[config.mk]
export PLATFORM = sky130hd
export DESIGN_NAME = serial_shifter_32_bit
export DESIGN_NICKNAME = d
export VERILOG_FILES = /design/src/rtl/shifter_pkg.sv /design/src/rtl/shift_step.sv /design/src/rtl/serial_shifter_32_bit.sv
export SDC_FILE = /design/constraint.sdc
export NUM_CORES = 1
export LEC_CHECK = 0
export CAP_MARGIN = 20
export CORE_MARGIN = 3
export CORE_UTILIZATION = 54
export CTS_CLUSTER_DIAMETER = 200
export CTS_CLUSTER_SIZE = 12
export DETAILED_ROUTE_END_ITERATION = 6
export PLACE_DENSITY = 0.82
export SYNTH_ARGS = -nofsm -noshare
export SYNTH_HDL_FRONTEND = slang
export SYNTH_SLANG_ARGS = --single-unit
[constraint.sdc]
create_clock -name Clock -period 3.57 [get_ports Clock]
set_input_delay 0.714 -clock Clock [delete_from_list [all_inputs] [get_ports Clock]]
set_output_delay 0.714 -clock Clock [all_outputs]
set_load 0.01 [all_outputs]
[src/rtl/shifter_pkg.sv]
// Shared types for the serial 32-bit shifter.
// Op and state encodings plus datapath width.
package shifter_pkg;

    localparam int SHIFT_W = 32;

    typedef enum logic [1:0] {
        OP_SLL = 2'b00,
        OP_SRL = 2'b01,
        OP_ROR = 2'b10,
        OP_SRA = 2'b11
    } op_t;

    typedef enum logic [1:0] {
        ST_IDLE = 2'b00,
        ST_BUSY = 2'b01,
        ST_DONE = 2'b10
    } state_t;

endpackage

[src/rtl/shift_step.sv]
// Combinational one-step shifter (1 bit, or 4 bits
// when SERIAL_SHIFTER_RADIX4_EN is defined).
module shift_step
    import shifter_pkg::*;
(
    input  logic [SHIFT_W-1:0] value_i,
    input  op_t                op_i,
`ifdef SERIAL_SHIFTER_RADIX4_EN
    input  logic               step4_i,
`endif
    output logic [SHIFT_W-1:0] next_o
);

    logic [SHIFT_W-1:0] one_d;

    always_comb begin
        one_d = value_i;
        case (op_i)
            OP_SLL: one_d = {value_i[30:0], 1'b0};
            OP_SRL: one_d = {1'b0, value_i[31:1]};
            OP_SRA: one_d = {value_i[31], value_i[31:1]};
            OP_ROR: one_d = {value_i[0], value_i[31:1]};
            default: one_d = value_i;
        endcase
    end

`ifdef SERIAL_SHIFTER_RADIX4_EN
    logic [SHIFT_W-1:0] four_d;

    always_comb begin
        four_d = value_i;
        case (op_i)
            OP_SLL: four_d = {value_i[27:0], 4'b0000};
            OP_SRL: four_d = {4'b0000, value_i[31:4]};
            OP_SRA: four_d = {{4{value_i[31]}}, value_i[31:4]};
            OP_ROR: four_d = {value_i[3:0], value_i[31:4]};
            default: four_d = value_i;
        endcase
    end

    assign next_o = step4_i ? four_d : one_d;
`else
    assign next_o = one_d;
`endif

endmodule

[src/rtl/serial_shifter_32_bit.sv]
// Multi-cycle SLL/SRL/SRA/ROR shifter, one step per clock.
// Define SERIAL_SHIFTER_RADIX4_EN for 4-bit steps.
module serial_shifter_32_bit
    import shifter_pkg::*;
#(
    parameter logic [SHIFT_W-1:0] ResetResult = 32'h00000000
) (
    input  logic               Clock,
    input  logic               nReset,
    input  logic               Start,
    input  logic [1:0]         Op,
    input  logic [SHIFT_W-1:0] DataA,
    input  logic [4:0]         ShiftAmount,
    input  logic               Flush,
    output logic               Ready,
    output logic               Done,
    output logic [SHIFT_W-1:0] Result
);

    state_t             state_q, state_d;
    logic [SHIFT_W-1:0] work_q, work_d;
    logic [SHIFT_W-1:0] result_q, result_d;
    logic [4:0]         cnt_q, cnt_d;
    op_t                op_q, op_d;
    logic [SHIFT_W-1:0] step_val;
    logic [4:0]         step_amt;

`ifdef SERIAL_SHIFTER_RADIX4_EN
    logic step4;
    assign step4    = (cnt_q >= 5'd4);
    assign step_amt = step4 ? 5'd4 : 5'd1;
`else
    assign step_amt = 5'd1;
`endif

    shift_step u_step (
        .value_i (work_q),
        .op_i    (op_q),
`ifdef SERIAL_SHIFTER_RADIX4_EN
        .step4_i (step4),
`endif
        .next_o  (step_val)
    );

    always_comb begin
        state_d  = state_q;
        work_d   = work_q;
        result_d = result_q;
        cnt_d    = cnt_q;
        op_d     = op_q;
        case (state_q)
            ST_IDLE, ST_DONE: begin
                state_d = ST_IDLE;
                if (!Flush && Start) begin
                    state_d = ST_BUSY;
                    work_d  = DataA;
                    cnt_d   = ShiftAmount;
                    op_d    = op_t'(Op);
                end
            end
            ST_BUSY: begin
                if (Flush) begin
                    state_d = ST_IDLE;
                end else if (cnt_q != 5'd0) begin
                    work_d = step_val;
                    cnt_d  = cnt_q - step_amt;
                end else begin
                    result_d = work_q;
                    state_d  = ST_DONE;
                end
            end
            default: state_d = ST_IDLE;
        endcase
    end

    always_ff @(posedge Clock) begin
        if (!nReset) begin
            state_q  <= ST_IDLE;
            work_q   <= '0;
            result_q <= ResetResult;
            cnt_q    <= 5'd0;
            op_q     <= OP_SLL;
        end else begin
            state_q  <= state_d;
            work_q   <= work_d;
            result_q <= result_d;
            cnt_q    <= cnt_d;
            op_q     <= op_d;
        end
    end

    assign Ready  = (state_q == ST_IDLE) || (state_q == ST_DONE);
    assign Done   = (state_q == ST_DONE);
    assign Result = result_q;

endmodule

==> impl_metrics.toml <==
[sta]
timing.final.crit_period_ns = 2.45
final_min_period_over_clock_period = 0.687
max_clock_freq_mhz = 408
report.final.hold_viol_count = 0
timing.final.ws_setup_ns = 1.12
setup_repair_after_global_routing_missed_its_margin = "no"
worst_slew_margin_rel = 0.519
clock_skew_ns = 0.00783
setup-tns-final_ns = 0
setup-violations-final = 0
worstMarginPinSlew_ns = 0.720
maxSlewViolCount = 0

[place]
place.gp.congestion = 0.777
setup_slack_at_placement_ns = 0.789
post_dp_cell_area_um2 = 4110
dp.final_hpwl_um = 5140
place.port_buffers = 76

[setup_path]
data_arrival_at_the_endpoint_of_the_critical_path_ns = 2.74
path_class = "in -> reg"
crit_path_start_kind = "primary input"
worst-path-max-fanout = 18
critPathLaunch = "Flush"
timing.critical_path.to_type = "flip-flop"
worst_r2r_startpoint = "cnt_q[0]$_SDFFE_PN0P_"
timing.critical_path.required_ns = 3.86
r2r_setup_slack_ns = 1.20
r2r_cells = 7
rr_endpoint = "Result[28]$_SDFFE_PN0P_"

[global_routing]
grt_pass1_wl_um = 13500
globalRoute.busiestLayer = "met2"
antenna_found_initial = 0
overall_routing_resource_usage = 0.229
grt_max_degree = 73
overflow = 0
grt.met1_usage = 0.304
grt_util_met3 = 0.0495
grt_pass1_vias = 2854
gr-usage-met2 = 0.372

[min_path]
worst_hold_startpoint = "Result[1]$_SDFFE_PN0P_"
worst_hold_path_type = "reg -> reg"
min_path_cells = 2
min_delay_worst_endpoint = "Result[1]$_SDFFE_PN0P_"

[power_and_ir_drop]
clkPwrFrac = 0.395
internal-power_mw = 1.40
combinationalPowerShare = 0.133
power.share.switching = 0.249
power.density_nw_per_um2 = 427
netSwitchingPower_mw = 0.463
vdd_ir_drop_max_mv = 0.241
power_leakage_nw = 1.72
seq_power_share = 0.473

[synthesis]
ys_types = 38
synth_edf_count = 0
syn-mean-instance-area_um2 = 8.95
synth-main-ff-cell = "sky130_fd_sc_hd__dfxtp_1"
synth-seq-cells = 73
yosys_warnings = 0
synth.area.top_cells = "sky130_fd_sc_hd__dfxtp_1 43%, sky130_fd_sc_hd__nand2_1 11%, sky130_fd_sc_hd__mux2i_1 9.8%"
synth_top_area_share = 0.434
syn-num-nets = 420
ys_async_sr_fraction = 0
post-synth-top-area-cell = "sky130_fd_sc_hd__dfxtp_1"
mappedNetlistArea_um2 = 3370
postSynthCellCount = 376
synth_seq_area_share = 0.434

[drt]
first_drt_iteration_drcs = 165
detail_route.wirelength_um = 8020
drt-vias-per-instance = 5.55
routed_wire_length_per_instance_um = 15.4
detail_route.first_pass.iterations = 4
route.vias.total = 2884
antenna_violating_nets_post_route = 0
route.detailed.drc = 0

[floorplan]
die-height_um = 85.0
horiz_die_dim_um = 85.0
design.portCount = 77
fp.dieArea_um2 = 7220
fp.coreArea_um2 = 5990
rows = 28
starting_density_of_the_core = 0.562

[run]
max_cap_viol_count = 0

[layout]
filler_cell_count = 471
mostFrequentLayoutCell = "sky130_fd_sc_hd__nand2_1"
post_route_cells_drive_above_1_share = 0.139
design_area_um2 = 4360
syn2layout_area_growth_pct = 29.4
finalCoreUtilization = 0.727
num-nets-final = 484
mostFrequentLayoutCells = "96 x sky130_fd_sc_hd__nand2_1, 76 x sky130_fd_sc_hd__clkdlybuf4s50_1, 73 x sky130_fd_sc_hd__dfxtp_1"
diodes = 0

[clocking]
ctsLongestPathBuffers = 2
cts.sink_count = 73
post_cts_resize_count = 0
clock_buffer_count_from_cts = 9
htree_levels = 3
cts_root_buffer = "sky130_fd_sc_hd__clkbuf_8"
ctsHoldBuffers = 0
clk_pin_slew_worst_paths_ns = 0.08
cts_tree = "yes"
post-cts-setup-buffers = 0
worstSkewPairLatency_ns = 0.35

[outcome]
status = "complete, no violations"
==> cell type report <==
cell class | instances | area [um2] | share of cell area
timing repair buffer | 83 | 833 | 0.191
multi-input combinational | 266 | 1710 | 0.393
sequential | 73 | 1460 | 0.335
clock buffer | 11 | 151 | 0.0347
tap | 75 | 93.8 | 0.0215
clock inverter | 5 | 77.6 | 0.0178
inverter | 7 | 26.3 | 0.00603
==> per-layer routing <==
metal | part of all wire | routed length [um]
met2 | 0.49 | 3930
met5 | 0 | 0
met3 | 0.043 | 344
met1 | 0.45 | 3630
met4 | 0.013 | 106
==> Yosys cell counts (2+ instances only) <==
library cell / number
sky130_fd_sc_hd__nand2_1: 96
sky130_fd_sc_hd__dfxtp_1: 73
sky130_fd_sc_hd__mux2i_1: 33
sky130_fd_sc_hd__a21oi_2: 30
sky130_fd_sc_hd__a22o_1: 30
sky130_fd_sc_hd__o21ai_0: 30
sky130_fd_sc_hd__clkbuf_1: 15
sky130_fd_sc_hd__nor2_1: 9
sky130_fd_sc_hd__a21oi_1: 7
sky130_fd_sc_hd__buf_2: 7
sky130_fd_sc_hd__buf_6: 7
sky130_fd_sc_hd__inv_1: 6
sky130_fd_sc_hd__a211oi_1: 3
sky130_fd_sc_hd__nor2b_1: 3
sky130_fd_sc_hd__a221oi_1: 2
sky130_fd_sc_hd__a31o_1: 2
sky130_fd_sc_hd__o21ai_1: 2
==> critical path, stage by stage <==
cell and delay (ns):
sky130_fd_sc_hd__clkdlybuf4s50_1 0.62, sky130_fd_sc_hd__or3b_1 0.30, sky130_fd_sc_hd__o31ai_4 0.19, sky130_fd_sc_hd__nor2_2 0.50, sky130_fd_sc_hd__buf_8 0.24, sky130_fd_sc_hd__a22o_1 0.16
==> sequential cells by signal, summed over array words and instances (netlist names) <==
| register | cells |
|---|---|
| Result | 32 |
| op_q | 2 |
| work_q | 32 |
| cnt_q | 5 |
| state_q | 2 |
==> per-stage QoR <==
step	power [mW]	instances	hold WS, ns
after detailed placement	1.14	503	0.460
final	1.86	520	0.470
after global routing	1.93	520	0.486
after CTS	1.87	519	0.472
after global placement	1.13	502	0.457
after floorplan	1.05	376	0.447
==> how the worst max path moves through the flow <==
stage	depth (start not counted)	slack [ns]	to
3_3_place_gp	5	0.54	work_q[14]$_SDFFE_PN0P_
5_1_grt	7	0.98	Result[16]$_SDFFE_PN0P_
4_1_cts	6	1.13	work_q[30]$_SDFFE_PN0P_
2_1_floorplan	6	1.67	work_q[1]$_SDFFE_PN0P_
6_report	6	1.12	work_q[13]$_SDFFE_PN0P_
3_5_place_dp	6	0.79	work_q[12]$_SDFFE_PN0P_
==> power groups by stage <==
stage | Combinational [mW] | Sequential [mW] | Clock, mW
after floorplan | 0.164 | 0.887 | 0
after global placement | 0.233 | 0.897 | 0
after detailed placement | 0.241 | 0.897 | 0
after CTS | 0.245 | 0.879 | 0.745
after global routing | 0.270 | 0.884 | 0.780
final | 0.247 | 0.880 | 0.735
==> logic make-up after synthesis <==
logic type | count (synthesis) | synth area share
AOI/OAI and AO/OA | 112 | 0.249
adders and majority gates | 1 | 0.00372
buffers and inverters | 37 | 0.0606
DFF | 73 | 0.434
muxes | 34 | 0.101
and+or+nand+nor | 119 | 0.151
No activity file was read; power rests on OpenSTA's default activity.
